==> config.mk <==
export PLATFORM = sky130hd
export DESIGN_NAME = param_code_lock_flat
export DESIGN_NICKNAME = d
export VERILOG_FILES = /design/src/rtl/param_code_lock_if.sv /design/src/rtl/param_code_lock.sv /design/src/flat_wrapper.sv
export SDC_FILE = /design/constraint.sdc
export NUM_CORES = 1
export LEC_CHECK = 0
export BUFFER_PORTS_ARGS = -buffer_cell sky130_fd_sc_hd__buf_2
export CORE_MARGIN = 2
export CORE_UTILIZATION = 25
export DETAILED_ROUTE_END_ITERATION = 8
export HOLD_SLACK_MARGIN = 0.15
export PLACE_DENSITY = 0.45
export SYNTH_ARGS = -nofsm -noshare
export SYNTH_HDL_FRONTEND = slang
export SYNTH_SLANG_ARGS = --single-unit
==> constraint.sdc <==
create_clock -name clk -period 4.9 [get_ports clk]
set_input_delay 0.735 -clock clk [delete_from_list [all_inputs] [get_ports clk]]
set_output_delay 0.735 -clock clk [all_outputs]
set_load 0.05 [all_outputs]
==> src/rtl/param_code_lock_if.sv <==
// Keypad-to-lock bus: digit strobe and programming request in, lock status out.
interface param_code_lock_if #(
  parameter int unsigned DIGIT_W   = 3,
  parameter int unsigned CODE_LEN  = 4,
  parameter int unsigned MAX_FAILS = 3
);
  localparam int unsigned IDX_W  = ($clog2(CODE_LEN) > 1) ? $clog2(CODE_LEN) : 1;
  localparam int unsigned FAIL_W = $clog2(MAX_FAILS + 1);

  logic               in_valid;
  logic [DIGIT_W-1:0] in_digit;
  logic               prog_en;
  logic               locked;
  logic               entimer;
  logic               alarm;
  logic               prog_active;
  logic [IDX_W-1:0]   digit_idx;
  logic [FAIL_W-1:0]  fail_cnt;

  // Keypad/controller side
  modport master (
    output in_valid, in_digit, prog_en,
    input  locked, entimer, alarm, prog_active, digit_idx, fail_cnt
  );

  // Lock side
  modport slave (
    input  in_valid, in_digit, prog_en,
    output locked, entimer, alarm, prog_active, digit_idx, fail_cnt
  );
endinterface

==> src/rtl/param_code_lock.sv <==
// Parametrised keypad code lock with failed-attempt lockout and in-field re-programming.
module param_code_lock #(
  parameter int unsigned                    DIGIT_W        = 3,
  parameter int unsigned                    CODE_LEN       = 4,
  parameter logic [CODE_LEN*DIGIT_W-1:0]    DEFAULT_CODE   = 12'h688,
  parameter int unsigned                    UNLOCK_CYCLES  = 10,
  parameter int unsigned                    MAX_FAILS      = 3,
  parameter int unsigned                    LOCKOUT_CYCLES = 20
) (
  input  logic             clk,
  input  logic             reset,
  param_code_lock_if.slave bus
);

  localparam int unsigned IDX_W   = ($clog2(CODE_LEN) > 1) ? $clog2(CODE_LEN) : 1;
  localparam int unsigned FAIL_W  = $clog2(MAX_FAILS + 1);
  localparam int unsigned TMR_MAX = (UNLOCK_CYCLES > LOCKOUT_CYCLES) ? UNLOCK_CYCLES : LOCKOUT_CYCLES;
  localparam int unsigned TMR_W   = ($clog2(TMR_MAX) > 1) ? $clog2(TMR_MAX) : 1;

  typedef enum logic [1:0] {
    ST_ENTRY   = 2'd0,
    ST_UNLOCK  = 2'd1,
    ST_PROG    = 2'd2,
    ST_LOCKOUT = 2'd3
  } state_t;

  typedef logic [CODE_LEN-1:0][DIGIT_W-1:0] code_t;

  state_t             state_q, state_n;
  logic [IDX_W-1:0]   idx_q, idx_n;
  logic               err_q, err_n;
  logic [FAIL_W-1:0]  fail_q, fail_n;
  logic [TMR_W-1:0]   tmr_q, tmr_n;
  code_t              code_q, code_n;
  code_t              shadow_q, shadow_n;
  logic               locked_q, locked_n;
  logic               entimer_q, entimer_n;
  logic               alarm_q, alarm_n;
  logic               prog_q, prog_n;
  logic               last_digit;
  logic               err_all;

  assign last_digit = (idx_q == IDX_W'(CODE_LEN - 1));
  assign err_all    = err_q | (bus.in_digit != code_q[idx_q]);

  // State, datapath and registered status outputs
  always_ff @(posedge clk or posedge reset) begin
    if (reset) begin
      state_q   <= ST_ENTRY;
      idx_q     <= '0;
      err_q     <= 1'b0;
      fail_q    <= '0;
      tmr_q     <= '0;
      code_q    <= code_t'(DEFAULT_CODE);
      shadow_q  <= '0;
      locked_q  <= 1'b1;
      entimer_q <= 1'b0;
      alarm_q   <= 1'b0;
      prog_q    <= 1'b0;
    end else begin
      state_q   <= state_n;
      idx_q     <= idx_n;
      err_q     <= err_n;
      fail_q    <= fail_n;
      tmr_q     <= tmr_n;
      code_q    <= code_n;
      shadow_q  <= shadow_n;
      locked_q  <= locked_n;
      entimer_q <= entimer_n;
      alarm_q   <= alarm_n;
      prog_q    <= prog_n;
    end
  end

  // Next-state, datapath update and output decode of the next state
  always_comb begin
    state_n  = state_q;
    idx_n    = idx_q;
    err_n    = err_q;
    fail_n   = fail_q;
    tmr_n    = tmr_q;
    code_n   = code_q;
    shadow_n = shadow_q;

    case (state_q)
      ST_ENTRY: begin
        // Mismatch is only accumulated; it is revealed after the last digit.
        if (bus.in_valid) begin
          if (!last_digit) begin
            idx_n = idx_q + IDX_W'(1);
            err_n = err_all;
          end else begin
            idx_n = '0;
            err_n = 1'b0;
            tmr_n = '0;
            if (!err_all) begin
              state_n = ST_UNLOCK;
              fail_n  = '0;
            end else if (fail_q == FAIL_W'(MAX_FAILS - 1)) begin
              state_n = ST_LOCKOUT;
              fail_n  = FAIL_W'(MAX_FAILS);
            end else begin
              fail_n = fail_q + FAIL_W'(1);
            end
          end
        end
      end
      ST_UNLOCK: begin
        if (bus.prog_en) begin
          state_n = ST_PROG;
          idx_n   = '0;
          tmr_n   = '0;
        end else if (tmr_q == TMR_W'(UNLOCK_CYCLES - 1)) begin
          state_n = ST_ENTRY;
          tmr_n   = '0;
        end else begin
          tmr_n = tmr_q + TMR_W'(1);
        end
      end
      ST_PROG: begin
        // Dropping prog_en aborts, even on the cycle of the final digit.
        if (!bus.prog_en) begin
          state_n = ST_ENTRY;
          idx_n   = '0;
        end else if (bus.in_valid) begin
          shadow_n[idx_q] = bus.in_digit;
          if (last_digit) begin
            code_n  = shadow_n;
            state_n = ST_ENTRY;
            idx_n   = '0;
          end else begin
            idx_n = idx_q + IDX_W'(1);
          end
        end
      end
      ST_LOCKOUT: begin
        if (tmr_q == TMR_W'(LOCKOUT_CYCLES - 1)) begin
          state_n = ST_ENTRY;
          tmr_n   = '0;
          fail_n  = '0;
          idx_n   = '0;
        end else begin
          tmr_n = tmr_q + TMR_W'(1);
        end
      end
      default: begin
        state_n = ST_ENTRY;
        idx_n   = '0;
        err_n   = 1'b0;
        tmr_n   = '0;
      end
    endcase

    locked_n  = (state_n == ST_ENTRY) || (state_n == ST_LOCKOUT);
    entimer_n = (state_n == ST_UNLOCK);
    alarm_n   = (state_n == ST_LOCKOUT);
    prog_n    = (state_n == ST_PROG);
  end

  assign bus.locked      = locked_q;
  assign bus.entimer     = entimer_q;
  assign bus.alarm       = alarm_q;
  assign bus.prog_active = prog_q;
  assign bus.digit_idx   = idx_q;
  assign bus.fail_cnt    = fail_q;

endmodule

==> src/flat_wrapper.sv <==
// flat-port wrapper written by rule: the top's interface ports become plain ports
module param_code_lock_flat 
#(
  parameter int unsigned                    DIGIT_W        = 3,
  parameter int unsigned                    CODE_LEN       = 4,
  parameter logic [CODE_LEN*DIGIT_W-1:0]    DEFAULT_CODE   = 12'h688,
  parameter int unsigned                    UNLOCK_CYCLES  = 10,
  parameter int unsigned                    MAX_FAILS      = 3,
  parameter int unsigned                    LOCKOUT_CYCLES = 20
)
  (clk, reset, bus_in_valid, bus_in_digit, bus_prog_en, bus_locked, bus_entimer, bus_alarm, bus_prog_active, bus_digit_idx, bus_fail_cnt);
  param_code_lock_if #(.DIGIT_W(DIGIT_W), .CODE_LEN(CODE_LEN), .MAX_FAILS(MAX_FAILS)) bus_i ();
  input  logic clk;
  input  logic reset;
  input wire logic [$bits(bus_i.in_valid)-1:0] bus_in_valid;
  input wire logic [$bits(bus_i.in_digit)-1:0] bus_in_digit;
  input wire logic [$bits(bus_i.prog_en)-1:0] bus_prog_en;
  output wire logic [$bits(bus_i.locked)-1:0] bus_locked;
  output wire logic [$bits(bus_i.entimer)-1:0] bus_entimer;
  output wire logic [$bits(bus_i.alarm)-1:0] bus_alarm;
  output wire logic [$bits(bus_i.prog_active)-1:0] bus_prog_active;
  output wire logic [$bits(bus_i.digit_idx)-1:0] bus_digit_idx;
  output wire logic [$bits(bus_i.fail_cnt)-1:0] bus_fail_cnt;
  assign bus_i.in_valid = bus_in_valid;
  assign bus_i.in_digit = bus_in_digit;
  assign bus_i.prog_en = bus_prog_en;
  assign bus_locked = bus_i.locked;
  assign bus_entimer = bus_i.entimer;
  assign bus_alarm = bus_i.alarm;
  assign bus_prog_active = bus_i.prog_active;
  assign bus_digit_idx = bus_i.digit_idx;
  assign bus_fail_cnt = bus_i.fail_cnt;
  param_code_lock #(.DIGIT_W(DIGIT_W), .CODE_LEN(CODE_LEN), .DEFAULT_CODE(DEFAULT_CODE), .UNLOCK_CYCLES(UNLOCK_CYCLES), .MAX_FAILS(MAX_FAILS), .LOCKOUT_CYCLES(LOCKOUT_CYCLES)) u_core (.clk(clk), .reset(reset), .bus(bus_i));
endmodule
==> flow_summary.toml <==
[outcome]
outcome = "completed"

[floorplan]
initial_core_util_pct = 25.8
die_x_microns = 93.2
die_height_microns = 93.2
num_io_pins = 15
rows = 32
die_area_sq_um = 8690
core_area_sq_um = 7730

[power_and_ir_drop]
comb_power_share_pct = 38.5
seq_power_share_pct = 42.4
switching_power_uw = 447
leakage_uw = 0.000991
p_int_uw = 684
p_total_uw = 1130
clockPowerShare_pct = 19.1
power.density_nw_per_um2 = 506
switching_share_pct = 39.5
ir_drop_uv = 160

[cts]
cts_num_sinks = 37
cts.repair.resized = 0
cts.htree.levels = 2
cts_setup_buffers = 0
numCtsBuffers = 5
root_buffer = "clkbuf_8"
cts_tree = "yes"
insertion_delay_ps = 290
hold_buffers = 0
clkTransAtPathRegs_ps = 70
clockBufferDepth = 2

[grt]
grt_util_met1_pct = 13.7
busiest_layer = "met2"
grt-ovfl-total = 0
grt_pass1_vias = 1320
antenna_found_initial = 0
global_route.usage.met3_pct = 3.30
grt_pass1_wl_microns = 6800
grt_max_degree = 38
gr-usage-met2_pct = 15.3
grt_usage_pct = 10.3

[timing]
min_period_ps = 2300
worst_slack_ps = 2600
fmax_mhz = 434
post-route-period-util_pct = 47.0
rsz0062_at_grt = "false"
slew_headroom_pct = 54.8
hold_violations = 0
worstMarginPinSlew_ps = 676
clock_skew_ps = 4.94
slew_viol_final = 0
finalSetupTns_ps = 0
setup_viol = 0

[setup_path]
end_kind = "flop"
cp.required_ps = 5120
crit_arrival_ps = 2520
worst-path-max-fanout = 10
start_kind = "flop"
r2r_setup_slack_ps = 2600
worstSetupPathType = "reg -> reg"

[placed_design]
gp_congestion = 0.709
hpwlAfterDp_microns = 2930
io_buffers = 14
dp_worst_setup_slack_ps = 2590
place_inst = 281

[logic_synthesis]
synth_edf_count = 0
yosys_warnings = 0
synthArstFlopShare_pct = 100
netlist_instances = 172
synth.avg_cell_area_sq_um = 11.6
ys.flop_type = "dfrtp_1"
synth.yosys.seq_area_share_pct = 46.8
synth.distinct_cells = 44
syn-cell-area_sq_um = 1990
syn-num-nets = 189
ys_ff_latch = 37

[routing]
route.detailed.drc = 0
wire_per_inst_microns = 14.0
detail-route-antenna-nets = 0
vias = 1284
drtPass1Iterations = 4
dr.first_iter.drc_count = 65
vias_per_cell = 4.46
wl_microns = 4040

[final_layout]
final_common_cell = "dfrtp_1"
n_antenna_cell = 0
post-route-util_pct = 29.0
final_layout_size_suffix_gt1_share_pct = 19.4
area_growth_pct = 12.4
fillerInstances = 815
stdcell_count = 288
final_nets = 203
mostFrequentLayoutCells = "dfrtp_1 (32), nand2_1 (17), buf_2 (14)"

[worst_hold_path]
hp-class = "reg -> reg"

[job]
cap_violations = 0
==> worst max-delay path, stage by stage (launching register included) <==
cell and delay, ps:
dfrtp_1 590, mux4_2 580, xor2_2 190, a2111oi_4 390
a21oi_1 150, ha_1 320
==> per-stage QoR <==
stage / instance area (sq um) / hold WS [ps]
after floorplan: 1990 / 442
after global placement: 2150 / 461
after detailed placement: 2150 / 470
after CTS: 2240 / 480
after global routing: 2240 / 502
final: 2240 / 481
==> state kept, by name, indices dropped and copies added (netlist names) <==
signal	cells
u_core.bus.alarm	1
u_core.bus.digit_idx	2
u_core.bus.entimer	1
u_core.bus.fail_cnt	2
u_core.bus.locked	1
u_core.bus.prog_active	1
u_core.code_q	12
u_core.err_q	1
u_core.shadow_q	9
u_core.state_q	2
u_core.tmr_q	5
==> power by group through the flow <==
| stage | combinational [uW] | sequential [uW] | clock [uW] |
|---|---|---|---|
| 2_1_floorplan | 302 | 527 | 0 |
| 3_3_place_gp | 442 | 484 | 0 |
| 3_5_place_dp | 443 | 485 | 0 |
| 4_1_cts | 444 | 480 | 226 |
| 5_1_grt | 487 | 494 | 241 |
| 6_report | 436 | 479 | 216 |
==> final timing paths <==
check / from / endpoint / depth (start not counted)
max in group asynchronous: reset / u_core.code_q[3] / 3
setup / recovery: u_core.bus.digit_idx[0] / u_core.bus.locked / 5
hold reg to reg: u_core.code_q[7] / u_core.code_q[7] / 2
hold / removal: u_core.code_q[7] / u_core.code_q[7] / 2
setup reg to reg: u_core.bus.digit_idx[0] / u_core.bus.locked / 5
min in group asynchronous: reset / u_core.bus.fail_cnt[1] / 3
==> routing by layer <==
| metal | vias up | part of all wire (%) |
|---|---|---|
| li1 | 640 | - |
| met1 | 621 | 50 |
| met2 | 17 | 44 |
| met3 | 6 | 3.6 |
| met4 | 0 | 2.0 |
| met5 | - | 0 |
==> layout make-up <==
| class | count | area (sq um) | share of cell area (%) |
|---|---|---|---|
| multi-input cells | 121 | 992 | 44.3 |
| flip-flops and latches | 37 | 932 | 41.6 |
| repair buffers | 15 | 77.6 | 3.47 |
| clock buffers | 7 | 86.3 | 3.86 |
| inverters | 6 | 22.5 | 1.01 |
| well taps | 102 | 128 | 5.70 |
==> logic make-up (layout without fill, tap and decap cells) <==
kind of cell             count (synthesis)  in the layout  synth area share [%]
adder cells (fa/ha/maj)                 10             10                  6.29
buffers and inverters                   14             28                  3.33
AND/OR/NAND/NOR                         45             45                  12.4
XOR/XNOR                                 4              4                  2.14
flip-flops                              37             37                  46.8
multiplexers                            28             28                  16.2
AO/OA/AOI/OAI                           34             34                  12.8
==> synth_stat cells (2+ instances only) <==
cell / count / area (sq um)
a21oi_1: 6 / 30.0
a221oi_1: 2 / 17.5
a22o_1: 2 / 17.5
a32o_1: 3 / 30.0
buf_2: 2 / 10.0
clkbuf_1: 3 / 11.3
dfrtp_1: 32 / 801
dfstp_2: 5 / 131
ha_1: 10 / 125
inv_1: 6 / 22.5
mux2_1: 12 / 135
mux2_2: 2 / 22.5
mux2i_1: 12 / 120
mux4_2: 2 / 45.0
nand2_1: 17 / 63.8
nand2b_1: 4 / 25.0
nand3_1: 2 / 10.0
nand3b_1: 2 / 15.0
nor2_1: 7 / 26.3
nor2b_1: 3 / 18.8
nor3b_1: 2 / 15.0
o21ai_0: 4 / 20.0
o21ai_1: 10 / 50.1
xnor2_1: 2 / 17.5
No activity file was read; power rests on OpenSTA's default activity.
